<file path="config.mk">
export PLATFORM = sky130hd
export DESIGN_NAME = adder
export DESIGN_NICKNAME = d
export VERILOG_FILES = /design/src/rtl/adder.sv
export SDC_FILE = /design/constraint.sdc
export NUM_CORES = 1
export LEC_CHECK = 0
export ABC_CLOCK_PERIOD_IN_PS = 1710
export CAP_MARGIN = 25
export CORE_UTILIZATION = 45
export CTS_CLUSTER_DIAMETER = 30
export DETAILED_ROUTE_END_ITERATION = 7
export GPL_TIMING_DRIVEN = 0
export PLACE_DENSITY = 0.83
export SETUP_SLACK_MARGIN = 0.02
export SLEW_MARGIN = 20
export SYNTH_ARGS = -nofsm -noshare
export SYNTH_HDL_FRONTEND = slang
export SYNTH_SLANG_ARGS = --single-unit
export TNS_END_PERCENT = 30
</file>
<file path="constraint.sdc">
create_clock -name clk -period 1.71 [get_ports clk]
set_clock_uncertainty 0.1 [all_clocks]
set_input_delay 0.342 -clock clk [delete_from_list [all_inputs] [get_ports clk]]
set_output_delay 0.342 -clock clk [all_outputs]
set_load 0.02 [all_outputs]
</file>
<file path="src/rtl/adder.sv">
// adder -- registered signed add/subtract unit with overflow and carry flags.
//
// Purpose:
//   Computes A+B (sub=0) or A-B (sub=1) on two's-complement operands.
//   The result and flags are registered with a latency of exactly one cycle.
//   Subtraction is performed as A + ~B + 1, so carry_out is the true carry
//   for add and the not-borrow for subtract.
//
// Configuration:
//   ADDER_SAT_EN  when defined, an overflowing result saturates to the most
//                 positive or most negative value. When undefined, the
//                 result wraps around. Both builds have identical ports.
//
// Parameters:
//   WORD_WIDTH    operand and result width in bits (legal range 2..64).
//
// Ports:
//   clk        in   rising-edge clock for all state
//   rst_n      in   asynchronous active-low reset
//   in_valid   in   operands valid this cycle
//   sub        in   0 = A+B, 1 = A-B (sampled with in_valid)
//   A, B       in   signed operands, WORD_WIDTH bits
//   out        out  registered signed result, WORD_WIDTH bits
//   out_valid  out  out holds a new result this cycle
//   ovf        out  signed overflow of the registered operation
//   carry_out  out  unsigned carry (add) / not-borrow (sub)
module adder #(
  parameter int WORD_WIDTH = 16
) (
  input  logic                  clk,
  input  logic                  rst_n,
  input  logic                  in_valid,
  input  logic                  sub,
  input  logic [WORD_WIDTH-1:0] A,
  input  logic [WORD_WIDTH-1:0] B,
  output logic [WORD_WIDTH-1:0] out,
  output logic                  out_valid,
  output logic                  ovf,
  output logic                  carry_out
);

  localparam int W = WORD_WIDTH;

  logic [W-1:0] b_eff;
  logic [W:0]   sum_full;
  logic [W-1:0] sum_wrap;
  logic         ovf_next;
  logic         carry_next;
  logic [W-1:0] res_next;

`ifdef ADDER_SAT_EN
  localparam logic [W-1:0] MaxPos = {1'b0, {(W-1){1'b1}}};
  localparam logic [W-1:0] MinNeg = {1'b1, {(W-1){1'b0}}};
`endif

  // Effective addition: subtraction inverts B and injects a carry-in of 1.
  // The sum is formed one bit wider so the top bit is the unsigned carry.
  always_comb begin
    b_eff      = sub ? ~B : B;
    sum_full   = {1'b0, A} + {1'b0, b_eff} + {{W{1'b0}}, sub};
    sum_wrap   = sum_full[W-1:0];
    carry_next = sum_full[W];
    // Overflow: both addends share a sign and the result sign differs.
    ovf_next   = (A[W-1] == b_eff[W-1]) && (sum_wrap[W-1] != A[W-1]);
    res_next   = sum_wrap;
`ifdef ADDER_SAT_EN
    // On overflow the true result lies beyond the range in the direction
    // of the (shared) operand sign, so A's sign picks the clamp value.
    if (ovf_next) begin
      res_next = A[W-1] ? MinNeg : MaxPos;
    end
`endif
  end

  // Result and flag registers. Data only updates on a valid cycle and holds
  // otherwise; out_valid simply follows in_valid by one cycle.
  always_ff @(posedge clk or negedge rst_n) begin
    if (!rst_n) begin
      out       <= '0;
      ovf       <= 1'b0;
      carry_out <= 1'b0;
      out_valid <= 1'b0;
    end else begin
      out_valid <= in_valid;
      if (in_valid) begin
        out       <= res_next;
        ovf       <= ovf_next;
        carry_out <= carry_next;
      end
    end
  end

endmodule

</file>
; Yosys cells after proc, flatten, opt, wreduce, memory -nomap -nowiden
; Cells that the tools add are included.
; Widths: inputs -> output; s select.
[classes]
add_sub_neg = 2
n_eq_ne = 2
n_mux = 1
bitwise = 1
reduce_logical = 1
[op_table]
columns = operator, count
row1 = $add 16x16->17, 1
row2 = $add 17x1->17, 1
row3 = $mux 16, 1
row4 = $not 16->16, 1
row5 = $eq 1x1->1, 1
row6 = $logic_and 1x1->1, 1
row7 = $ne 1x1->1, 1
[word_totals]
reg_bits = 19
inputBits = 36
word_cells = 11

; Logic depth before layout (Yosys ltp)
; Gate-level depths: netlist (run 1).
[depth]
depth_word = 6
ltp_mapped = 10
mapped_depth_nobuf = 9

; Least setup slack after synthesis (run 1)
; No wires, ideal clock.
[synth_timing]
kind = input-to-reg
from = in sub
to = reg out[13]
setup_ps = 138
arrival_time_ps = 2400
required_ps = 1472
path_slack_ps = -928
path_stages = 10
n_path_buf = 2
path_cell_list = buf_6 clkbuf_1 xor2_1 ha_1 a21o_1 o21ai_0 nand2_1 o31ai_1 xor2_1 a21oi_1
[synth_via]
elab_chain_len = 3
[synth_rtl]
columns = element, line
row1 = start: declaration, 33  ; input logic sub,
row2 = $mux 16, 59  ; b_eff = sub ? ~B : B;
row3 = $add 16x16->17, 60  ; sum_full = {1'b0, A} + {1'b0, b_eff} + {{W{1'b0}}, sub};
row4 = $add 17x1->17 *, 60
row5 = end signal: assignment, 86  ; out <= res_next;
row6 = end: declaration, 36  ; output logic [WORD_WIDTH-1:0] out,
; Mark *: on every way between the ends. The rest lies on a longest branch, timed or not.
; A chain may end at the register's enable or synchronous reset.

; Worst setup path after layout (run 1)
[layout_timing]
from = in sub
to = reg out[11]
; The elaborated chain is that of the path after synthesis.

==> metrics.md, run 1 <==
| Metric | Value |
|---|---|
| Compound-Gate Fraction of Synth Area | 0.222 |
| Most instantiated flip-flop cell in the synthesis netlist | sky130_fd_sc_hd__dfrtp_1 |
| Clock power frac | 0.137 |
| Number of storage elements in the synthesis netlist | 19 |
| Synthesized-area fraction occupied by adder cells | 0.133 |
| Die boundary width | approximately 63 um |
| DP Wirelength | between 2000 and 3000 um |
| Pin count of the biggest net entering global routing | 20 |
| Effective utilization at floorplan | 0.482 |
| Slew of the pin with the lowest slew margin | slightly above 0.9 ns |
| Total inserted antenna cells | 0 |
| Cells taking the most area after synthesis | sky130_fd_sc_hd__dfrtp_1 29%, sky130_fd_sc_hd__ha_1 12%, sky130_fd_sc_hd__xor2_1 9.0% |
| GRT Residual Overflow | 0 |
| Number of antenna-violating nets in the routed design | 0 |
| Total global routing track utilization | 0.259 |
| Switching fraction of total power | 0.391 |
| Count of clock tree sinks | 19 |
| Outcome | finished, violations left |
| DP Cell Count | between 200 and 300 |
| Number of antenna violations at the first check in global routing | 0 |
| Worst-Skew Late Latency | ~0.26 ns |
| Relative slew slack | 0.381 |
| Number of distinct library cells after synthesis | 45 |
| Nets in the synthesized netlist | 231 |
| XOR/XNOR share of the synthesized area | 0.127 |
| Sequential share of power | 0.259 |
| Wire length on met1 | approximately 2400 um |
| Routed via count | around 1.8k |
| Fraction of final layout cells with drive strength greater than 1 | 0.341 |
| Number of standard cells in the final layout excluding fillers | 310 |
| Type of the worst setup path | in -> reg |
| Via count of the first global-routing pass | approximately 1.7k |
| Switching power | 952 uW |
| Final Hold Viols | 0 |
| Int Power | about 1.5 mW |
| Post-Synth Simple-Gate Area | 0.135 |
| I/O pin count | 55 |
| Power density of the placed cells | 839 nW/um^2 |
| Clock tree from TritonCTS | built |
| Mapped Avg Cell Area | ~9.3 sq um |
| Initial drt markers | 150 |
| DR WL met2 | around 3000 um |
| Port-buffer cells | 53 |
| Standard cell core area | roughly 3400 sq um |
| Routed wire per std cell | roughly 19 um |
| Final critical-path share of the clock period | 1.29 |
| Async SR Flop Fraction | 1.00 |
| DR DRC count | 0 |
| Worst slack after detailed placement | -1.08 ns |
| Dominant combinational cell family by area after synthesis | compound AO/OA/AOI/OAI gates |
| Worst supply voltage drop on vdd | roughly 0.56 mV |
| DIE HEIGHT | between 60 and 70 um |
| Top Layer Used | met4 |
| Final weighted congestion in routability-driven placement | just over 0.8 |
| Violated checks | negative setup slack |
| Fin area | 2900 sq um |
| Number of placement rows | 21 |
| Worst Path Arrival | between 2 and 2.5 ns |
| Post-synthesis instance area | 1660 sq um |
| CTS Root Cell | sky130_fd_sc_hd__clkbuf_8 |
| Peak Freq | 452 MHz |
| Combinational power share | 0.604 |
| Clock H-tree levels | 1 |
| Num CTS Buffers | 3 |
| Area Overhead vs Synth | 74.8% |
| Required time of the critical path | ~1.8 ns |
| Leakage dissipation | between 1 and 1.5 nW |
| Sum of internal, switching and leakage power | around 2.4 mW |
| Wire length of the first global-routing pass | about 8000 um |
| Length of the first detailed-routing pass in iterations | 4 |
| Gate count after technology mapping | roughly 180 |
| Endpoints failing setup | 18 |
| Die ar. | 3940 sq um |
| Detailed-route wire length | between 5000 and 6000 um |
| Utilization after layout | 0.843 |
| Clock slew at reported path FFs | roughly 0.07 ns |
| Cts-stage hold buffer count | 0 |
| Critical Path Source Type | primary input |
| Number of enable flip-flop cells after synthesis | 0 |
| Final min period | 2.21 ns |
| Proportion of synthesized chip area in sequential cells | 0.286 |
| Multiplexer share of the synthesized area | 0.0633 |
| Maximum buffer depth of the clock tree | 2 |
| Number of max-cap violations | 0 |
| Critical Path End Type | flop |
| Max Fanout on Critical Path | 5 |
| Hold WC Path Type | in -> reg |
| Length of routed met3 wiring | ~350 um |
| Worst path setup slack after routing | -0.502 ns |
| Fraction of synthesized cell area taken by the top area cell type | 0.286 |
| Setup repair after global routing missed its margin | yes |
| Yosys top cell by area | sky130_fd_sc_hd__dfrtp_1 |
| Number of nets in the layout | between 300 and 400 |
| Max-slew violation count | 0 |
| DP Area | ~2300 sq um |
| Synthesis warning total | 0 |
| Routed via count divided by cell count | about 5.7 |
-- final timing paths --
path,start,end,slack [ns],cells past startpoint
worst max register to register,out[8],out[8],0.75,2
worst min-delay path,B[0],out[0],0.33,3
worst min register to register,out[15],out[15],0.39,2
min in group asynchronous,rst_n,out_valid,0.49,1
worst max-delay path,sub,out[11],-0.50,10
max in group asynchronous,rst_n,out[11],0.45,1
-- registers in the layout, summed over array words and instances (netlist names) --
register	flops
out	16
ovf	1
carry_out	1
out_valid	1
-- per-layer routing --
layer | vias to the layer above | GRT usage
met5 | - | 0
met4 | 0 | 0.0872
met3 | 14 | 0.0328
met2 | 107 | 0.452
met1 | 836 | 0.328
li1 | 819 | -
-- stage by stage --
stage          hold slack (ns)  setup TNS (ns)
2_1_floorplan          -0.0536           -7.30
3_3_place_gp             0.374          -14.18
3_5_place_dp             0.375          -14.48
4_1_cts                  0.394           -4.80
5_1_grt                  0.345           -7.46
6_report                 0.334           -6.14
-- critical path, stage by stage --
cell	delay (ns)
sky130_fd_sc_hd__buf_12	0.11
sky130_fd_sc_hd__clkbuf_16	0.16
sky130_fd_sc_hd__xor2_1	0.17
sky130_fd_sc_hd__ha_2	0.32
sky130_fd_sc_hd__o21a_1	0.22
sky130_fd_sc_hd__and2_4	0.18
sky130_fd_sc_hd__o211a_1	0.15
sky130_fd_sc_hd__o21a_1	0.19
sky130_fd_sc_hd__o21a_1	0.20
sky130_fd_sc_hd__o31ai_1	0.22
-- area by class of cell --
| cell class | instances | area [sq um] |
|---|---|---|
| fillers | 171 | 541 |
| repair buffers | 82 | 786 |
| well taps | 46 | 57.6 |
| inverters | 7 | 26.3 |
| flip-flops and latches | 19 | 475 |
| clock buffers | 4 | 45.0 |
| plain buffers | 6 | 61.3 |
| multi-input cells | 146 | 1450 |
-- synth_stat cells, drive strengths merged (2+ instances only) --
cell type   n
xnor2       7
nand4       2
nand3       4
mux2        7
xor2       17
o21ai      10
o211a       2
ha         16
a21oi      14
o31ai       4
nor3        4
nand2      13
nor2b       2
o21a        5
clkbuf      4
a21o        3
buf         2
nor2       11
dfrtp      19
and3        3
inv         7
o211ai      3
o311ai      4
-- power by group through the flow --
| stage | Clock (mW) | Combinational (mW) | Sequential (mW) |
|---|---|---|---|
| 3_5_place_dp | 0 | 1.11 | 0.638 |
| 6_report | 0.333 | 1.47 | 0.631 |
| 3_3_place_gp | 0 | 1.09 | 0.638 |
| 5_1_grt | 0.356 | 1.55 | 0.645 |
| 4_1_cts | 0.327 | 1.29 | 0.630 |
| 2_1_floorplan | 0 | 0.525 | 0.785 |
-- layout by cell type (no fill, tap or decap), drive strengths merged, types with 3 or more instances in the layout --
cell | Yosys | layout
o31ai | 4 | 4
nand3 | 4 | 4
inv | 7 | 7
dfrtp | 19 | 19
a21o | 3 | 3
o21a | 5 | 5
nor3 | 4 | 4
o311ai | 4 | 4
ha | 16 | 16
a21oi | 14 | 14
o211ai | 3 | 3
o21ai | 10 | 10
nor2 | 11 | 11
nand2 | 13 | 13
clkbuf | 4 | 10
buf | 2 | 30
dlygate4sd2 | 0 | 13
xnor2 | 7 | 7
clkdlybuf4s50 | 0 | 24
mux2 | 7 | 7
dlymetal6s2s | 0 | 13
xor2 | 17 | 17
and3 | 3 | 3
-- cell families (layout without fill, tap and decap cells) --
family	after synthesis	after routing
fa+ha+maj	17	17
flops	19	19
simple gates	45	45
buf+inv	13	99
compound gates	52	52
mux	8	8
xor+xnor	24	24
-- repair_timing --
| item | CTS | global route |
|---|---|---|
| cloned | 1 | 0 |
| setup endpoints to repair | 18 | 27 |
| buffers inserted | 24 | 4 |
| pin swaps | 50 | 39 |
| gates resized for setup | 48 | 45 |
Note: power is estimated with default switching activity, not from simulation.
==> run 2: changes to the inputs <==
--- a/config.mk
+++ b/config.mk
@@ -12,7 +12,9 @@
 export DETAILED_ROUTE_END_ITERATION = 7
 export GPL_TIMING_DRIVEN = 0
 export PLACE_DENSITY = 0.83
+export RECOVER_POWER = 100
 export SETUP_SLACK_MARGIN = 0.02
+export SKIP_LAST_GASP = 1
 export SLEW_MARGIN = 20
 export SYNTH_ARGS = -nofsm -noshare
 export SYNTH_HDL_FRONTEND = slang
==> metrics.md, run 2 (synthesized netlist as in run 1, its figures left out) <==
| Metric | Value |
|---|---|
| Outcome | finished, violations left |
| Violated checks | negative setup slack |
| Final min period | 2.22 ns (+0.00474 ns) |
| Num CTS Buffers | 3 (unchanged) |
| Port-buffer cells | 53 (unchanged) |
| Clock H-tree levels | 1 (unchanged) |
| Detailed-route wire length | 6020 um (+3.5%) |
| Leakage dissipation | 1.26 nW (-6.3%) |
| Hold WC Path Type | reg -> reg |
| Effective utilization at floorplan | 0.482 (unchanged) |
| Number of nets in the layout | 322 (+1.3%) |
| Clock tree from TritonCTS | built |
| Slew of the pin with the lowest slew margin | 0.908 ns (-0.0169 ns) |
| Number of standard cells in the final layout excluding fillers | 314 (+1.3%) |
| Max Fanout on Critical Path | 4 (-1) |
| Worst-Skew Late Latency | 0.26 ns (about the same) |
| DR DRC count | 0 (unchanged) |
| Routed via count divided by cell count | 6.10 (+6.5%) |
| DP Wirelength | 2960 um (unchanged) |
| Number of max-cap violations | 0 (unchanged) |
| Utilization after layout | 0.848 (+0.00545) |
| Clock slew at reported path FFs | 0.09 ns (+0.02 ns) |
| Cell with the largest stage delay on the worst path | sky130_fd_sc_hd__o31ai_4 |
| DIE HEIGHT | 62.7 um (unchanged) |
| GRT Residual Overflow | 0 (unchanged) |
| Sequence of cells on the critical path | buf_12 -> clkbuf_8 -> xor2_1 -> ha_1 -> and3_4 -> nand4_1 -> buf_4 -> o31ai_4 -> o21a_1 -> o41ai_2 |
| Final critical-path share of the clock period | 1.30 (+0.00277) |
| Final Hold Viols | 0 (unchanged) |
| Total global routing track utilization | 0.258 (-0.000777) |
| Final weighted congestion in routability-driven placement | 0.824 (unchanged) |
| Most common library cell in the layout ignoring fill and taps | sky130_fd_sc_hd__clkdlybuf4s50_1 |
| Routed wire per std cell | 19.2 um (+2.2%) |
| Die boundary width | 62.7 um (unchanged) |
| Length of the first detailed-routing pass in iterations | 4 (unchanged) |
| DP Cell Count | 277 (unchanged) |
| Area Overhead vs Synth | 75.9% |
| Number of flip-flops under the largest register name | 16 (unchanged) |
| Worst supply voltage drop on vdd | 0.631 mV (+13%) |
| Die ar. | 3940 sq um (unchanged) |
| Standard cell core area | 3440 sq um (unchanged) |
| Critical Path Source Type | primary input |
| Cts-stage hold buffer count | 0 (unchanged) |
| Via count of the first global-routing pass | 1731 (+0.52%) |
| Maximum buffer depth of the clock tree | 2 (unchanged) |
| Top library cells by usage in the layout, fill and taps aside | 32 x sky130_fd_sc_hd__clkdlybuf4s50_1, 27 x sky130_fd_sc_hd__buf_4, 19 x sky130_fd_sc_hd__dfrtp_1 |
| Dominant delay contributor by cell family on the critical path | compound AO/OA/AOI/OAI gates |
| Critical Path End Type | flop |
| Required time of the critical path | 1.74 ns (-0.03 ns) |
| Relative slew slack | 0.393 (+0.0112) |
| CTS Root Cell | sky130_fd_sc_hd__clkbuf_8 |
| Pin count of the biggest net entering global routing | 20 (unchanged) |
| Wire length of the first global-routing pass | 8030 um (-0.17%) |
| Maximum single-stage delay on the critical path | 0.35 ns (+0.03 ns) |
| Type of the worst setup path | in -> reg |
| Count of clock tree sinks | 19 (unchanged) |
| Register containing the most flip-flops in the final layout | out |
| Endpoints failing setup | 18 (unchanged) |
| Number of placement rows | 21 (unchanged) |
| Final hold slack | 0.418 ns (+0.0839 ns) |
| Number of antenna violations at the first check in global routing | 0 (unchanged) |
| Sum of internal, switching and leakage power | 2.50 mW (+2.8%) |
| Peak Freq | 451 MHz (-0.21%) |
| Max-slew violation count | 0 (unchanged) |
| Power density of the placed cells | 857 nW/um^2 (+2.1%) |
| Initial drt markers | 146 (-2.7%) |
| Total inserted antenna cells | 0 (unchanged) |
| Number of antenna-violating nets in the routed design | 0 (unchanged) |
| Worst Path Arrival | 2.25 ns (-0.02 ns) |
| Worst path setup slack after routing | -0.507 ns (-0.00474 ns) |
| Setup repair after global routing missed its margin | yes |
| Fraction of final layout cells with drive strength greater than 1 | 0.340 (-0.00136) |
| Worst path bufs/invs | 3 (+1) |
| I/O pin count | 55 (unchanged) |
| Routed via count | 1916 (+7.9%) |
[run 2: changes by cell type in the layout (fill, tap and decap cells not counted), moves of 2 or more]
cell	change
sky130_fd_sc_hd__buf_4	+4
sky130_fd_sc_hd__clkdlybuf4s50_1	+8
sky130_fd_sc_hd__dlygate4sd3_1	+2
sky130_fd_sc_hd__dlymetal6s2s_1	-10
sky130_fd_sc_hd__xor2_2	-2
[run 2: final timing paths]
path	start	to	slack, ns	depth (start not counted)
max	sub	ovf	-0.51	10
min	out[5]	out[5]	0.42	1
max in group asynchronous	rst_n	out[11]	0.40	1
min reg2reg	out[5]	out[5]	0.42	1
min in group asynchronous	rst_n	out_valid	0.54	1
max reg2reg	out[12]	out[12]	0.78	2
[run 2: per-stage QoR]
stage | setup TNS (ns) | setup WS (ns) | area [sq um]
CTS | -5.10 | -0.445 | 2670
detailed placement | -14.48 | -1.08 | 2310
global placement | -14.18 | -1.04 | 2310
finish | -6.76 | -0.507 | 2920
floorplan | -7.30 | -0.623 | 1720
global route | -7.92 | -0.559 | 2920
[run 2: layout make-up]
| cell class | count | area [sq um] |
|---|---|---|
| buffer | 6 | 60.1 |
| clock buffer | 4 | 45.0 |
| fill | 179 | 522 |
| inverter | 7 | 26.3 |
| multi-input combinational | 146 | 1470 |
| sequential | 19 | 475 |
| tap | 46 | 57.6 |
| timing repair buffer | 86 | 790 |
[run 2: where the power goes]
group          switching, mW  total [mW]  internal, mW
clock network          0.180       0.346         0.167
registers             0.0681       0.636         0.568
logic                  0.744        1.52         0.774
total                  0.992        2.50          1.51
[run 2: worst register-to-register path: cells and delay by family, from the launching register on]
family | cells | cell delay, ns
DFF | 1 | 0.40
AOI/OAI and AO/OA | 2 | 0.29
[run 2: routing by layer]
layer	vias to the layer above	part of all wire	track usage
met2	137	0.50	0.448
met4	0	0.040	0.0930
li1	827	-	-
met1	920	0.37	0.318
met5	-	0	0
met3	32	0.091	0.0456
[run 2: repair_timing]
item	in CTS	in global routing
pin swaps	50	45
setup buffers	24	8
resized for setup	47	36
gates cloned	1	0
setup endpoints to repair	18	27
==> edit 1, RTL diff (config.mk and constraints of run 2) <==
Set the parameter `WORD_WIDTH` to 18 (it was 16).
--- a/src/rtl/adder.sv
+++ b/src/rtl/adder.sv
@@ -25,7 +25,7 @@
 //   ovf        out  signed overflow of the registered operation
 //   carry_out  out  unsigned carry (add) / not-borrow (sub)
 module adder #(
-  parameter int WORD_WIDTH = 16
+  parameter int WORD_WIDTH = 18
 ) (
   input  logic                  clk,
   input  logic                  rst_n,
Ports: changed (resized A, B and out); port bits go from 55 to 61. The function was not compared with the original's and may differ.
==> edit 1 against run 2 <==
  * The run still ends with setup timing left
  * Routed wire length increased by 3.2%
  * Synthesized cell count increased by 19%
  * Register-to-register slack got worse by 0.07 ns
  * Sequential cell count increased by 2
  * Sequential power increased by 12%
  * Via count increased by 6.4%
  * Synthesized area increased by 16%
  * Power increased by 7.7%
  * Combinational power increased by 8%
  * Setup slack got worse by 0.29 ns
  * Design area increased by 9.3%
  * Largest cell class unchanged
  * Highest routed layer unchanged
==> edit 1: results (changes against run 2) <==
[global_routing]
grt_max_degree = 22  ; +10%
grtUsageTotal = 0.253  ; -0.00536
grt_pass1_wl_um = 8730  ; +8.7%
grt_pass1_vias = 1960  ; +13%

[critical_path]
worstPathArrival_ns = 2.55  ; +0.30 ns
r2r_end = carry_out
r2r_cells = 3  ; +1
r2r_setup_slack_ns = 0.71  ; -0.07 ns
crit_path_max_incr_delay_ns = 0.38  ; +0.03 ns
reg2reg_from = carry_out
critPathSlowestCell = a221oi_4
worstPathMaxFanout = 8  ; +4

[power_and_ir_drop]
p_int_uw = 1640  ; +8.5%
leakagePower_uw = 0.00135  ; +7.0%
ir_worst_vdd_v = 0.000566  ; -10%

[placement]
place.gp.congestion = 0.853  ; +3.5%
portBuffers = 59  ; +11%
dp.cells = 320  ; +16%

[finish]
diodes = 0  ; unchanged
largest_register_ffs = 18  ; +2
stdcell_count = 356  ; +13%
fill_cells = 245  ; +37%
final_layout_size_suffix_gt1_frac = 0.307  ; -0.0324

[min_path]
holdPathEnd = out[0]
hp-class = primary input to flip-flop
holdCritStartpoint = A[0]

[timing]
setup_viol = 19  ; +1
hold_slack_ns = 0.283  ; -0.135 ns
setup_slack_ns = -0.794  ; -0.287 ns
relSlewSlack = 0.621  ; +0.229
setup-tns-final_ns = -9.12  ; -2.36 ns

[synth]
synth_fp_nets = 269  ; +16%
syn_area_per_cell_um2 = 9.15  ; -1.9%
synthTopCellsByArea = dfrtp_1 (27%), ha_1 (11%), xor2_1 (9.1%)
synth.distinct_cells = 47  ; +4.4%
synthTopCellsByCount = dfrtp_1 (21), xor2_1 (20), ha_1 (17), nand2_1 (17), a21oi_1 (16)
synth_seq_area_share = 0.272  ; -0.0142

[detailed_routing]
routed_wl_um = 6210  ; +3.2%
drt_first_pass_iters = 7  ; +3
drt_iter0_markers = 138  ; -5.5%
vias_per_cell = 5.73  ; -6.1%

[die]
num_rows = 23  ; +9.5%

[cts]
cts_buffers = 3  ; unchanged

[outcome]
status = complete, but fails checks
violations = setup timing

edit 1: final cells by class:
cell class                      count  area [µm²]  share of cell area
Multi-Input combinational cell    177        1620               0.506
Inverter                            6        22.5             0.00705
Clock buffer                        4        45.0              0.0141
Sequential cell                    21         526               0.165
Tap cell                           50        62.6              0.0196
Buffer                              5        51.3              0.0161
Timing Repair Buffer               93         870               0.272
edit 1: layer usage:
layer,up-vias,global-route usage,wire (µm)
met5,-,0,0
met4,0,0.0904,129
met3,16,0.0270,381
met2,99,0.452,3180
met1,965,0.309,2520
li1,959,-,-
edit 1: logic make-up (layout without fill, tap and decap cells):
group | after synthesis | count (layout) | share of synthesized area
AO/OA/AOI/OAI | 63 | 63 | 0.237
AND/OR/NAND/NOR | 56 | 56 | 0.146
XOR/XNOR | 28 | 28 | 0.127
flip-flops | 21 | 21 | 0.272
adder cells (fa/ha/maj) | 18 | 18 | 0.121
buffers and inverters | 13 | 108 | 0.0272
multiplexers | 12 | 12 | 0.0706
edit 1: per-stage QoR:
step                power [µW]  instance area [µm²]  worst slack (ns)
floorplan                 1510                 1970            -0.970
detailed placement        2020                 2630             -1.52
global route              2820                 3190            -0.845
CTS                       2550                 3000            -0.714
finish                    2690                 3190            -0.794
global placement          1990                 2630             -1.46
edit 1: repair_timing:
action,in CTS,in global routing
buffers inserted,22,10
resized for setup,63,22
hold buffers,0,1
pin swaps,30,19
endpoints found under the setup margin,20,35
endpoints found under the hold margin,0,21
cloned,1,0
edit 1: worst reg2reg max path, cell delays in order (launching register included):
cell and delay (ns):
dfrtp_1 0.38, nor2_1 0.06, a31oi_1 0.19, o41a_1 0.20
edit 1: worst max-delay path by stage:
stage / start / end / slack, ns / cells past startpoint
6_report: sub / carry_out / -0.79 / 11
5_1_grt: B[13] / carry_out / -0.85 / 8
4_1_cts: sub / carry_out / -0.71 / 11
3_5_place_dp: B[0] / carry_out / -1.52 / 10
3_3_place_gp: B[0] / carry_out / -1.46 / 10
2_1_floorplan: sub / carry_out / -0.97 / 10
edit 1: power groups by stage:
stage / logic, µW / registers (µW) / clock network [µW]
floorplan: 631 / 880 / 0
global placement: 1280 / 715 / 0
detailed placement: 1300 / 717 / 0
CTS: 1490 / 707 / 351
global route: 1730 / 726 / 362
finish: 1640 / 712 / 345
==> edit 2, RTL diff (flow settings as in run 2) <==
Made on the original files. The output `out_valid` loses its register stage (`out_valid` becomes a continuous assignment). Comments in the files are not updated.
--- a/src/rtl/adder.sv
+++ b/src/rtl/adder.sv
@@ -79,9 +79,7 @@
       out       <= '0;
       ovf       <= 1'b0;
       carry_out <= 1'b0;
-      out_valid <= 1'b0;
     end else begin
-      out_valid <= in_valid;
       if (in_valid) begin
         out       <= res_next;
         ovf       <= ovf_next;
@@ -90,5 +88,7 @@
     end
   end
 
+  assign out_valid = in_valid;
+
 endmodule
 
Behaviour: not the same (a bounded check fails within 4 cycles, from zero or initial values and one cycle with rst_n low).
==> edit 2 against run 2 <==
  * The run still ends with setup timing left
  * Design area decreased by 1.2%
  * Routed wire length down 8.7%
  * Setup slack improved by 0.055 ns
  * Sequential cell count is 1 lower
  * Maximum frequency rose by 2.5%
  * Hold slack worse by 0.0021 ns
  * Synthesized area fell by 1.1%
  * Via count is 5.9% lower
  * Power fell by 6.8%
  * Cell count down 0.96%
  * Largest cell class unchanged
  * Highest routed layer unchanged
==> edit 2: results (changes against run 2) <==
[placement]
portBuffers = 52  ; -1.9%
pre_cts_ws_ns = -1.09  ; -0.0113 ns
dpl_cell_area_mm2 = 0.00228  ; -1.2%
dp.cells = 276  ; -0.36%
dpl.hpwl_um = 3030  ; +2.4%
place.gp.congestion = 0.832  ; +0.98%

[timing]
setup_slack_ns = -0.452  ; +0.0547 ns
worst_pin_slew_ns = 0.907  ; -0.000898 ns
setup-tns-final_ns = -5.34  ; +1.43 ns
setup_viol = 33  ; +15

[critical_path]
worstPathMaxFanout = 8  ; +4
crit_path_max_incr_delay_ns = 0.30  ; -0.05 ns
critPathSlowestCell = o211ai_1

[power_and_ir_drop]
ir_worst_vdd_v = 0.000626  ; -0.78%
leakagePower_uw = 0.00123  ; -2.2%

[detailed_routing]
vias_per_cell = 5.80  ; -5.0%
drt_iter0_markers = 119  ; -18%
routed_wl_um = 5500  ; -8.7%

[outcome]
violations = setup timing
status = complete, but fails checks

[cts]
cts_buffers = 3  ; unchanged
insertion_delay_ns = 0.31  ; +0.05 ns
cts_root_buf = clkbuf_4
path_clk_slew_ns = 0.11  ; +0.02 ns

[global_routing]
grtUsageTotal = 0.259  ; about the same
grt_pass1_wl_um = 7940  ; -1.1%
grt_max_degree = 19  ; -5.0%
grt_pass1_vias = 1720  ; -0.64%

[synth]
synth.distinct_cells = 46  ; +2.2%
synthTopCellsByArea = dfrtp_1 (27%), ha_1 (12%), xor2_1 (9.1%)
synthTopCellsByCount = dfrtp_1 (18), xor2_1 (17), ha_1 (16), a21oi_1 (13), nand2_1 (13)
synth_seq_area_share = 0.274  ; -0.0122
ys.warnings.count = 0  ; unchanged

[finish]
nets = 320  ; -0.62%
stdcell_count = 311  ; -0.96%
final_layout_size_suffix_gt1_frac = 0.366  ; +0.0265

-- edit 2: cell types whose count changed after synthesis --
cell	run 2	this run
buf_4	0	1
dfrtp_1	19	18
-- edit 2: final timing paths --
check                         from        end  slack (ns)  depth (start not counted)
max                            sub  carry_out       -0.45                         11
min                            ovf        ovf        0.42                          2
max reg2reg                out[12]    out[12]        0.72                          2
min reg2reg                    ovf        ovf        0.42                          2
max in group asynchronous    rst_n    out[12]        0.47                          1
min in group asynchronous    rst_n     out[7]        0.49                          1
-- edit 2: worst min-delay path, stage by stage, from the launching register on --
cell	delay, ns
dfrtp_1	0.37
nand2_1	0.07
o41ai_2	0.05
-- edit 2: timing repair --
item                       CTS  global route
setup buffers               21            11
resized for setup           54            34
hold buffers                 0             0
pin swaps                   54            44
setup endpoints to repair   35            34
-- edit 2: layout make-up --
| type | count | area, µm² |
|---|---|---|
| multi-input cells | 146 | 1480 |
| repair buffers | 84 | 782 |
| fillers | 194 | 529 |
| flip-flops and latches | 18 | 450 |
| plain buffers | 7 | 67.6 |
| well taps | 46 | 57.6 |
| inverters | 7 | 26.3 |
| clock buffers | 3 | 22.5 |
-- edit 2: kinds of logic (layout without fill, tap and decap cells) --
logic type	Yosys count	after routing	synth area share
muxes	8	8	0.0640
xor gates and xnor gates	24	24	0.128
and+or+nand+nor	45	45	0.136
DFF	18	18	0.274
adders and majority gates	17	17	0.134
buffers and inverters	14	101	0.0388
AOI/OAI and AO/OA	52	52	0.225
-- edit 2: power by group --
part           switching [µW]  internal (µW)  total [µW]
sequential               69.0            543         612
combinational             712            771        1480
clock                     154           82.6         237
-- edit 2: per-layer routing --
metal	up-vias	routed length [µm]	GRT usage
met4	0	199	0.113
met2	103	2670	0.432
met5	-	0	0
li1	820	-	-
met1	861	2240	0.328
met3	19	383	0.0420
